$ cat config.mk
export PLATFORM = sky130hd
export DESIGN_NAME = imem_load_sequencer_flat
export DESIGN_NICKNAME = d
export VERILOG_FILES = /design/src/rtl/imem_load_sequencer_if.sv /design/src/rtl/imem_load_sequencer.sv /design/src/flat_wrapper.sv
export SDC_FILE = /design/constraint.sdc
export NUM_CORES = 1
export LEC_CHECK = 0
export CAP_MARGIN = 25
export CELL_PAD_IN_SITES_DETAIL_PLACEMENT = 2
export CELL_PAD_IN_SITES_GLOBAL_PLACEMENT = 2
export CORE_MARGIN = 1
export CORE_UTILIZATION = 40
export DETAILED_ROUTE_END_ITERATION = 7
export GPL_TIMING_DRIVEN = 0
export PLACE_DENSITY_LB_ADDON = 0.1
export RECOVER_POWER = 50
export SLEW_MARGIN = 20
export SYNTH_ARGS = -nofsm -noshare
export SYNTH_HDL_FRONTEND = slang
export SYNTH_SLANG_ARGS = --single-unit
$ cat constraint.sdc
create_clock -name clk -period 6 [get_ports clk]
set_clock_uncertainty 0.2 [all_clocks]
set_input_delay 1.2 -clock clk [delete_from_list [all_inputs] [get_ports clk]]
set_output_delay 1.2 -clock clk [all_outputs]
set_load 0.005 [all_outputs]
$ cat src/rtl/imem_load_sequencer_if.sv
// Byte-stream handshake carrying the program image into the load sequencer.
// A byte moves when valid and ready are both high at a rising clock edge.
interface imem_load_sequencer_if;
  logic [7:0] data;
  logic       valid;
  logic       ready;

  modport master (output data, valid, input ready);
  modport slave  (input data, valid, output ready);
endinterface

$ cat src/rtl/imem_load_sequencer.sv
// Boot/run sequencer: loads a length-prefixed byte stream into instruction memory, then runs the core.
// Build option IMEM_LOAD_CHECKSUM_EN appends and verifies an XOR checksum byte after the payload.
module imem_load_sequencer #(
  parameter int DEPTH      = 1024,
  parameter int RUN_CYCLES = 4096,
  parameter int CNT_W      = 16
) (
  input  logic                        clk,
  input  logic                        rst_n,
  imem_load_sequencer_if.slave        rx,
  output logic                        imem_wr_en,
  output logic [31:0]                 imem_wr_addr,
  output logic [31:0]                 imem_wr_data,
  output logic                        cpu_start,
  output logic                        busy,
  output logic                        done,
  output logic                        err
);

  localparam int RUN_W = (RUN_CYCLES > 1) ? $clog2(RUN_CYCLES) : 1;

  typedef enum logic [2:0] {
    IDLE,
    CNT_HI,
    LOAD,
    LAST_WR,
`ifdef IMEM_LOAD_CHECKSUM_EN
    CHECK,
`endif
    RUN,
    DONE
  } state_t;

  state_t           state;
  logic             ready_q;
  logic [7:0]       cnt_lo;
  logic [CNT_W-1:0] n_words;
  logic [CNT_W-1:0] word_idx;
  logic [1:0]       byte_cnt;
  logic [23:0]      shift_q;
  logic [RUN_W-1:0] run_cnt;
`ifdef IMEM_LOAD_CHECKSUM_EN
  logic [7:0]       csum;
`endif

  logic             accept;
  logic [CNT_W-1:0] hdr;

  assign rx.ready = ready_q;
  assign accept   = rx.valid & ready_q;
  assign hdr      = {rx.data, cnt_lo};

  // NOTE: every register here is a small flop, so all of them sit in the async reset;
  // non-blocking assignments keep each edge reading the pre-edge values consistently.
  always_ff @(posedge clk or negedge rst_n) begin
    if (!rst_n) begin
      state        <= IDLE;
      ready_q      <= 1'b0;
      cnt_lo       <= '0;
      n_words      <= '0;
      word_idx     <= '0;
      byte_cnt     <= '0;
      shift_q      <= '0;
      run_cnt      <= '0;
`ifdef IMEM_LOAD_CHECKSUM_EN
      csum         <= '0;
`endif
      imem_wr_en   <= 1'b0;
      imem_wr_addr <= '0;
      imem_wr_data <= '0;
      cpu_start    <= 1'b0;
      busy         <= 1'b0;
      done         <= 1'b0;
      err          <= 1'b0;
    end else begin
      imem_wr_en <= 1'b0;
      done       <= 1'b0;
      err        <= 1'b0;

      case (state)
        IDLE: begin
          ready_q  <= 1'b1;
          busy     <= 1'b0;
          word_idx <= '0;
          byte_cnt <= '0;
`ifdef IMEM_LOAD_CHECKSUM_EN
          csum     <= '0;
`endif
          if (accept) begin
            cnt_lo <= rx.data;
            busy   <= 1'b1;
            state  <= CNT_HI;
          end
        end

        CNT_HI: begin
          if (accept) begin
            n_words <= hdr;
            if (hdr == '0) begin
`ifdef IMEM_LOAD_CHECKSUM_EN
              state   <= CHECK;
`else
              ready_q <= 1'b0;
              done    <= 1'b1;
              state   <= DONE;
`endif
            end else if (32'(hdr) > DEPTH) begin
              err   <= 1'b1;
              busy  <= 1'b0;
              state <= IDLE;
            end else begin
              state <= LOAD;
            end
          end
        end

        LOAD: begin
          if (accept) begin
            shift_q  <= {rx.data, shift_q[23:8]};
            byte_cnt <= byte_cnt + 2'd1;
`ifdef IMEM_LOAD_CHECKSUM_EN
            csum     <= csum ^ rx.data;
`endif
            if (byte_cnt == 2'd3) begin
              imem_wr_en   <= 1'b1;
              imem_wr_addr <= 32'({word_idx, 2'b00});
              imem_wr_data <= {rx.data, shift_q};
              word_idx     <= word_idx + 1'b1;
              // Stop taking bytes while the final word is being written.
              if (word_idx == n_words - 1'b1) begin
                ready_q <= 1'b0;
                state   <= LAST_WR;
              end
            end
          end
        end

        LAST_WR: begin
`ifdef IMEM_LOAD_CHECKSUM_EN
          ready_q   <= 1'b1;
          state     <= CHECK;
`else
          cpu_start <= 1'b1;
          run_cnt   <= RUN_W'(RUN_CYCLES - 1);
          state     <= RUN;
`endif
        end

`ifdef IMEM_LOAD_CHECKSUM_EN
        CHECK: begin
          if (accept) begin
            if (rx.data != csum) begin
              err   <= 1'b1;
              busy  <= 1'b0;
              state <= IDLE;
            end else if (n_words == '0) begin
              ready_q <= 1'b0;
              done    <= 1'b1;
              state   <= DONE;
            end else begin
              ready_q   <= 1'b0;
              cpu_start <= 1'b1;
              run_cnt   <= RUN_W'(RUN_CYCLES - 1);
              state     <= RUN;
            end
          end
        end
`endif

        RUN: begin
          if (run_cnt == '0) begin
            cpu_start <= 1'b0;
            done      <= 1'b1;
            state     <= DONE;
          end else begin
            run_cnt <= run_cnt - 1'b1;
          end
        end

        DONE: begin
          busy    <= 1'b0;
          ready_q <= 1'b1;
          state   <= IDLE;
        end

        default: begin
          cpu_start <= 1'b0;
          busy      <= 1'b0;
          ready_q   <= 1'b0;
          state     <= IDLE;
        end
      endcase
    end
  end

endmodule

$ cat src/flat_wrapper.sv
// flat-port wrapper written by rule: the top's interface ports become plain ports
module imem_load_sequencer_flat 
#(
  parameter int DEPTH      = 1024,
  parameter int RUN_CYCLES = 4096,
  parameter int CNT_W      = 16
)
  (clk, rst_n, imem_wr_en, imem_wr_addr, imem_wr_data, cpu_start, busy, done, err, rx_data, rx_valid, rx_ready);
  imem_load_sequencer_if rx_i ();
  input  logic clk;
  input  logic rst_n;
  output logic imem_wr_en;
  output logic [31:0] imem_wr_addr;
  output logic [31:0] imem_wr_data;
  output logic cpu_start;
  output logic busy;
  output logic done;
  output logic err;
  input wire logic [$bits(rx_i.data)-1:0] rx_data;
  input wire logic [$bits(rx_i.valid)-1:0] rx_valid;
  output wire logic [$bits(rx_i.ready)-1:0] rx_ready;
  assign rx_i.data = rx_data;
  assign rx_i.valid = rx_valid;
  assign rx_ready = rx_i.ready;
  imem_load_sequencer #(.DEPTH(DEPTH), .RUN_CYCLES(RUN_CYCLES), .CNT_W(CNT_W)) u_core (.clk(clk), .rst_n(rst_n), .rx(rx_i), .imem_wr_en(imem_wr_en), .imem_wr_addr(imem_wr_addr), .imem_wr_data(imem_wr_data), .cpu_start(cpu_start), .busy(busy), .done(done), .err(err));
endmodule
# Yosys cells after proc, flatten, opt, wreduce, memory -nomap -nowiden
# Index checks and enable logic that the tools add are counted.
word_totals:
  ramBits: 0
  latch_bits: 0
  out_inout_bits: 70
  ff_bits: 135
  inputBits: 11
  memories: 0
  mem_bits_ro: 0
op_classes:
  shift: 0
  reduce_logical: 20
  n_mul: 0
  order_cmp: 1
  n_bitwise: 4
  muxes: 40
  n_div: 0
  eq_ne: 17
  n_addsub: 4
op_table:
  columns: ["operator", "n"]
  rows:
  - ["2-to-1 mux 16 bit", 2]
  - ["one-hot mux 16 bit (2 select lines)", 1]
  - ["one-hot mux 12 bit (2 select lines)", 1]
  - ["2-to-1 mux 3 bit", 7]
  - ["2-to-1 mux 1 bit", 20]
  - ["adder 16 x 1 -> 16 bit (second input constant)", 1]
  - ["equality test 16 bit", 1]
  - ["> comparator 16 x 11 -> 1 bit (second input constant)", 1]
  - ["logical NOT 16 bit", 1]
  - ["!= test 2 x 1 -> 1 bit (second input constant)", 8]
  - ["subtractor 16 x 1 -> 16 bit (second input constant)", 1]
  - ["one-hot mux 3 bit (5 select lines)", 1]
  - ["logical NOT 12 bit", 1]
  - ["2-to-1 mux 12 bit", 1]
  - ["AND reduction 2 bit", 6]
  - ["AND reduction 6 bit", 2]
  - ["subtractor 12 x 1 -> 12 bit (second input constant)", 1]
  - ["equality test 3 x 2 -> 1 bit (second input constant)", 2]
  - ["equality test 3 bit (second input constant)", 2]
  - ["one-hot mux 1 bit (3 select lines)", 2]
  - ["AND reduction 3 bit", 2]
  - ["2-to-1 mux 2 bit", 2]
  - ["!= test 2 bit (second input constant)", 2]
  - ["one-hot mux 1 bit (4 select lines)", 1]
  - ["other kinds (13)", 17]

# Depth between registers and ports, before layout
# Gate-level depths: netlist of the first run.
logic_depth:
  word_depth: 6
  mapped_depth: 8

# Worst setup path before layout of the first run
# OpenSTA, ideal clock, no wires.
synth_timing:
  path_kind: "input port to flip-flop"
  startpoint: "in rx_valid"
  endpoint: "reg u_core.imem_wr_data[10]"
  t_arrival_ps: 2853
  required_ps: 5675
  slack_ps: 2822
  cell_stages: 6
  path_cell_list: "nand2_1 nor3_2 nand2_1 inv_2 buf_2 mux2_2"
synth_via:
  elab_chain_cells: 2
synth_lines:
  columns: ["item", "line", "text"]
  rows:
  - ["start, declared", "flat_wrapper.sv:20", "input wire logic [$bits(rx_i.valid)-1:0] rx_valid;"]
  - ["bitwise AND 1 bit", "imem_load_sequencer.sv:50", "assign accept = rx.valid & ready_q;"]
  - ["AND reduction 3 bit (no line)", null, null]
  - ["end signal, assigned", "imem_load_sequencer.sv:127", "imem_wr_data <= {rx.data, shift_q};"]
  - ["end, declared", "imem_load_sequencer.sv:13", "output logic [31:0] imem_wr_data,"]
# Every way passes these cells.
# A chain may end at the register's enable or synchronous reset.

# Worst setup path after layout of the first run
layout_timing:
  startpoint: "in rx_valid"
  endpoint: "reg u_core.imem_wr_data[22]"
# The elaborated chain is that of the path after synthesis.

==> summary.txt, run 1 <==
Pwr
  – Worst vdd ir: 233 uV
  – Tot Pwr: 3.02 mW
  – Cell leakage power: 3.58 nW
  – Pwr Density: 387 mW/mm^2

CTS
  – Setup Buffers After CTS: 0
  – Hold buffer count at CTS: 0
  – Clock buffer count from CTS: 17
  – Clock-pin slew on the worst setup and hold paths: 0.06 ns
  – CTS root buffer: clkbuf_16
  – Worst-skew pair later-pin latency: 0.43 ns
  – Clock Sinks: 135
  – CTS-repair resized insts: 0
  – H-tree levels: 4
  – CTS tree: yes
  – Clock buffer depth: 2

Finish
  – Core Util, Final: 51.2%
  – Ant. Diodes: 0
  – P&R area growth vs syn: 24.6%
  – Commonest cells after routing, fill and taps aside: dfrtp_1 (135), mux2_2 (92), clkdlybuf4s50_1 (38)
  – Commonest non-fill, non-tap cell in the layout: dfrtp_1
  – Final std cells w/o fill: 827
  – Layout cells sized above 1: 24.7%
  – # fillers: 1523
  – NumNets Final: 641

Synthesis
  – Top_reg_cell synth: dfrtp_1
  – Post-synth EDFFs: 0
  – Asr flop ratio synth: 100%
  – Syn_area_per_cell: 11.8 um^2
  – Syn Inst Count: 528
  – Seq/Total Area, Yosys: 54.0%
  – Ys Warns: 0
  – Synth top area share: 54.0%
  – Post-synth cell types: 59
  – Post-Syn Area: 0.00625 mm^2
  – Largest cells by area after synthesis: dfrtp_1 (54%), mux2_2 (17%), xnor2_1 (3.5%)
  – Yosys reg bits: 135
  – Leading area contributor after synthesis: dfrtp_1

Timing
  – Fmax achieved: 219 MHz
  – Unrepaired setup endpoints after global routing: false
  – Tmin final: 4.56 ns
  – Max-slew headroom: -48.8%
  – Max-slew violations: 38
  – Fin. Hold Viols: 0
  – Fin crit share: 76.0%
  – Tightest Pin Transition: 2.23 ns
  – Setup violations, final: 0

Hold path
  – HP Class: register to register

Critical path
  – WP data required: 6.12 ns
  – Setup Crit Path Kind: input pin to register
  – Arrival time worst endpoint: 4.68 ns
  – CP Capture Type: register
  – Startpoint Class: input pin
  – Critical path peak fanout: 10

Die
  – Die height: 127 um
  – Die area: 0.0161 mm^2
  – Core area: 0.0152 mm^2
  – Starting Density: 41.1%
  – Core Rows: 45
  – IO Count: 81
  – Die Width: 127 um

Placement
  – Placed Cells: 795
  – IO buf count: 63
  – GPL Wtd Cong: 0.758
  – HPWL after DPL: 11900 um

Drt
  – Post-Route WL: 17700 um
  – Drt via density: 5.45
  – Antenna-violating nets left: 0
  – Vias: 4505
  – Initial drt markers: 181
  – Residual DRC: 0
  – Drt pass-1 iters: 4
  – Routed len/inst: 21.4 um

GRT
  – First-pass GRT wire length: 28400 um
  – Largest net degree at the start of global routing: 99
  – Initial antenna violation count: 0
  – Number of global-route vias before repair: 5116
  – Total gr overflow: 0
  – Gr usage total: 23.7%

Status
  – Outcome: complete, but fails checks
  – Failing checks: max-capacitance violations, max-slew violations

Run
  – Max-Cap Viols: 1
critical path, stage by stage:
cell           delay (ns)
dlygate4sd3_1        0.62
nand2_1              0.21
nor3_2               0.86
nand2_1              0.65
inv_2                0.39
buf_2                0.35
mux2_2               0.39
per-stage QoR:
step / setup TNS (ns) / worst slack [ns] / cell area [um^2] / hold slack, ns
floorplan: 0 / 2.82 / 6310 / 0.255
global placement: -240.26 / -1.80 / 7170 / 0.264
detailed placement: 0 / 0.991 / 7210 / 0.280
CTS: 0 / 1.48 / 7800 / 0.293
global route: 0 / 1.34 / 7790 / 0.319
finish: 0 / 1.44 / 7790 / 0.278
state kept, by name (all words and copies together) (netlist names):
| signal | cells |
|---|---|
| u_core.cnt_lo | 8 |
| u_core.done | 1 |
| u_core.imem_wr_en | 1 |
| u_core.shift_q | 24 |
| u_core.imem_wr_data | 32 |
| u_core.run_cnt | 12 |
| u_core.state | 3 |
| u_core.cpu_start | 1 |
| u_core.n_words | 16 |
| u_core.imem_wr_addr | 16 |
| u_core.busy | 1 |
| u_core.err | 1 |
| u_core.word_idx | 16 |
| u_core.byte_cnt | 2 |
| u_core.rx.ready | 1 |
layout make-up:
type	instances	area, um^2	share of cell area [%]
Timing Repair Buffer	64	652	8.37
Clock buffer	17	425	5.46
Sequential cell	135	3380	43.4
Buffer	37	215	2.76
Clock inverter	15	164	2.10
Tap cell	188	235	3.02
Multi-Input combinational cell	358	2670	34.3
Inverter	13	48.8	0.626
cells in the mapped netlist (all sizes together) (6+ instances only):
library cell and count:
mux2 92, and3 6, nand2 32, a21oi 10, nor2 32, xor2 16
buf 20, nor3 19, xnor2 25, nor4 9, nand3 13, clkbuf 16
o21ai 16, or4 7, inv 13, dfrtp 135, a211oi 6
routing by layer:
layer | vias up | part of all wire [%] | global-route usage (%)
li1 | 2034 | - | -
met1 | 2360 | 41 | 27.4
met2 | 86 | 54 | 42.7
met3 | 25 | 3.3 | 5.03
met4 | 0 | 2.2 | 9.73
met5 | - | 0 | 0
report_power, final:
group | switching [mW] | internal (mW) | total (mW)
Sequential | 0.146 | 1.10 | 1.25
Combinational | 0.281 | 0.423 | 0.704
Clock | 0.442 | 0.621 | 1.06
final timing paths:
| kind | start | slack [ns] | to | cells after the start |
|---|---|---|---|---|
| max reg2reg | u_core.rx.ready$_DFFE_PN0P_ | 2.27 | u_core.imem_wr_data[22]$_DFFE_PN0P_ | 6 |
| min in group asynchronous | rst_n | 1.23 | u_core.imem_wr_addr[8]$_DFFE_PN0P_ | 1 |
| min reg2reg | u_core.imem_wr_addr[4]$_DFFE_PN0P_ | 0.28 | u_core.imem_wr_addr[4]$_DFFE_PN0P_ | 2 |
| max | rx_valid | 1.44 | u_core.imem_wr_data[22]$_DFFE_PN0P_ | 7 |
| max in group asynchronous | rst_n | 3.03 | u_core.imem_wr_data[21]$_DFFE_PN0P_ | 2 |
| min | u_core.imem_wr_addr[4]$_DFFE_PN0P_ | 0.28 | u_core.imem_wr_addr[4]$_DFFE_PN0P_ | 2 |
cell families after synthesis:
| logic type | after synthesis | synth area share, % |
|---|---|---|
| adders and majority gates | 4 | 0.801 |
| buffers and inverters | 50 | 4.22 |
| other | 1 | 0.0600 |
| AOI/OAI and AO/OA | 58 | 6.16 |
| xor gates and xnor gates | 41 | 5.74 |
| muxes | 94 | 16.9 |
| DFF | 135 | 54.0 |
| and+or+nand+nor | 145 | 12.1 |
Note: power is estimated with default switching activity, not from simulation.
==> inputs of run 2 (changes only) <==
- CORE_UTILIZATION: 40 -> 37
- clock period: 6 -> 4.6 ns (I/O delays scaled with it)
==> run 2 against run 1 <==
  * The run ends with design-rule violations, max-capacitance violations, max-slew violations left
  * Die area is 8.0% higher
  * Final area up 0.51%
  * Global-route usage down 2.4 points
  * Final cell count grew 4.0%
  * Highest routed layer unchanged
==> summary.txt, run 2 (synthesis results as in run 1) <==
Status
  – Outcome: complete, but fails checks
  – Failing checks: design-rule violations, max-capacitance violations, max-slew violations

Timing
  – Max-slew violations: 38 (unchanged)
  – Fin. Hold Viols: 0 (unchanged)
  – Max-slew headroom: -46.8% (+2.0 points)
  – Fin crit share: 83.2%
  – Unrepaired setup endpoints after global routing: false
  – Setup violations, final: 0 (unchanged)
  – Tmin final: 3.83 ns
  – Fmax achieved: 261 MHz
  – Tightest Pin Transition: 2.20 ns (-0.0295 ns)

Finish
  – Top reg by flops: u_core.imem_wr_data
  – Ant. Diodes: 0 (unchanged)
  – Final Instance Area: 0.00783 mm^2 (+0.51%)
  – Max FFs per register: 32 (unchanged)
  – Multi-input gate area: 0.00267 mm^2 (-0.19%)
  – # fillers: 1682 (+10%)
  – Commonest cells after routing, fill and taps aside: dfrtp_1 (135), mux2_2 (92), clkdlybuf4s50_1 (37)
  – Reg area: 0.00338 mm^2 (unchanged)
  – Layout cells sized above 1: 24.7% (-0.039 points)
  – P&R area growth vs syn: 25.2%
  – Commonest non-fill, non-tap cell in the layout: dfrtp_1
  – NumNets Final: 642 (+0.16%)
  – Top Registers: u_core.imem_wr_data (32), u_core.shift_q (24)

Placement
  – GPL Wtd Cong: 0.777 (+2.4%)
  – Placed Area: 0.00726 mm^2 (+0.66%)
  – HPWL after DPL: 12000 um (+1.2%)
  – IO buf count: 63 (unchanged)

Drt
  – Post-Route WL: 17400 um (-2.0%)
  – Antenna-violating nets left: 0 (unchanged)
  – Vias: 4449 (-1.2%)
  – Initial drt markers: 154 (-15%)
  – Drt via density: 5.17 (-5.0%)
  – Residual DRC: 2 (+2)
  – Routed len/inst: 20.2 um (-5.8%)
  – Drt pass-1 iters: 6 (+2)

GRT
  – Initial antenna violation count: 0 (unchanged)
  – Total gr overflow: 0 (unchanged)
  – First-pass GRT wire length: 28500 um (+0.24%)
  – Gr usage total: 21.3% (-2.4 points)
  – Number of global-route vias before repair: 5098 (-0.35%)
  – Largest net degree at the start of global routing: 99 (unchanged)

Critical path
  – CP Capture Type: register
  – Arrival time worst endpoint: 3.93 ns (-0.75 ns)
  – Slowest stage cell on the critical path: nor3_1
  – Startpoint Class: input pin
  – Critical path peak fanout: 10 (unchanged)
  – Critical R2R Launch: u_core.n_words[2]$_DFFE_PN0P_
  – Crit path largest cell delay: 0.65 ns (-0.21 ns)
  – Worst setup startpoint: rx_valid
  – Setup Crit Path Kind: input pin to register
  – WP data required: 4.71 ns (-1.41 ns)
  – CP cell instances: clkdlybuf4s50_1, nand2_1, nor3_1, nand2_1, inv_2, buf_2, mux2_2
  – Most frequent CP cell: nand2_1

CTS
  – Setup Buffers After CTS: 0 (unchanged)
  – CTS-repair resized insts: 0 (unchanged)
  – Clock Sinks: 135 (unchanged)
  – Clock buffer count from CTS: 17 (unchanged)
  – Clock buffer depth: 2 (unchanged)
  – H-tree levels: 4 (unchanged)
  – Worst-skew pair later-pin latency: 0.43 ns (about the same)
  – CTS tree: yes
  – Hold buffer count at CTS: 0 (unchanged)
  – Clock-pin slew on the worst setup and hold paths: 0.07 ns (about the same)
  – CTS root buffer: clkbuf_16

Pwr
  – Int Power: 2.76 mW (+29%)
  – Flop pwr share: 41.6% (+0.2 points)
  – Pwr Density: 498 mW/mm^2 (+29%)
  – Switching Share: 29.2% (+0.35 points)
  – Clock power frac: 35.2% (about the same)
  – Cell leakage power: 3.59 nW (+0.22%)
  – Psw: 1.14 mW (+31%)
  – Worst vdd ir: 280 uV (+20%)
  – Comb power frac: 23.2% (about the same)
  – Tot Pwr: 3.90 mW (+29%)

Die
  – Die Width: 132 um (+3.9%)
  – Starting Density: 37.8% (-3.3 points)
  – Die height: 132 um (+3.9%)
  – Core Rows: 47 (+4.4%)
  – IO Count: 81 (unchanged)
  – Die area: 0.0174 mm^2 (+8.0%)
  – Core area: 0.0165 mm^2 (+8.7%)

Hold path
  – Hold Crit Start: u_core.imem_wr_addr[2]$_DFFE_PN0P_
  – HP Class: register to register

Run
  – Max-Cap Viols: 1 (unchanged)
run 2: cell types whose count changed in the layout (fill, tap and decap cells not counted), sizes merged:
cell,previous run,this run
dlygate4sd3,24,25
clkinvlp,1,2
clkinv,5,3
clkdlybuf4s50,38,37
bufinv,2,1
buf,21,22
inv,20,22
run 2: critical path, delay by kind of cell:
kind                   cells  cell delay [ns]
buffers and inverters      3             1.23
multiplexers               1             0.39
AND/OR/NAND/NOR            3             1.38
run 2: layer usage:
metal | routed length [um] | global-route usage (%) | vias up
met5 | 0 | 0 | -
met4 | 451 | 9.04 | 0
met3 | 484 | 4.19 | 30
met2 | 9020 | 37.8 | 80
met1 | 7420 | 25.1 | 2307
li1 | - | - | 2032
run 2: power groups by stage:
stage / Combinational [mW] / Sequential [mW] / Clock, mW
finish: 0.905 / 1.62 / 1.37
global route: 0.995 / 1.66 / 1.45
CTS: 0.955 / 1.63 / 1.40
detailed placement: 0.934 / 1.64 / 0
global placement: 0.895 / 1.63 / 0
floorplan: 0.404 / 1.61 / 0
run 2: final timing paths:
| path | to | slack [ns] | depth (start not counted) |
|---|---|---|---|
| max in group asynchronous | u_core.imem_wr_data[7]$_DFFE_PN0P_ | 1.94 | 2 |
| min reg2reg | u_core.imem_wr_addr[2]$_DFFE_PN0P_ | 0.30 | 1 |
| max | u_core.imem_wr_data[19]$_DFFE_PN0P_ | 0.77 | 7 |
| min in group asynchronous | u_core.imem_wr_addr[14]$_DFFE_PN0P_ | 0.94 | 1 |
| max reg2reg | u_core.rx.ready$_DFFE_PN0P_ | 1.21 | 7 |
| min | u_core.imem_wr_addr[2]$_DFFE_PN0P_ | 0.30 | 1 |
run 2: cell type report:
class,instances,area share [%]
repair buffers,65,8.42
well taps,220,3.52
multi-input cells,358,34.1
flip-flops and latches,135,43.1
inverters,13,0.623
clock inverters,15,2.06
plain buffers,37,2.75
clock buffers,17,5.43
run 2: stage by stage:
stage / hold WS [ns] / setup TNS (ns) / utilization, % / worst slack (ns) / std cells
6_report: 0.301 / 0 / 47.4 / 0.774 / 860
5_1_grt: 0.322 / 0 / 47.4 / 0.636 / 860
4_1_cts: 0.162 / 0 / 47.5 / 1.06 / 860
3_5_place_dp: 0.294 / 0 / 43.9 / 0.642 / 828
3_3_place_gp: 0.269 / -398.66 / 43.7 / -2.96 / 826
2_1_floorplan: 0.255 / 0 / - / 1.70 / 543
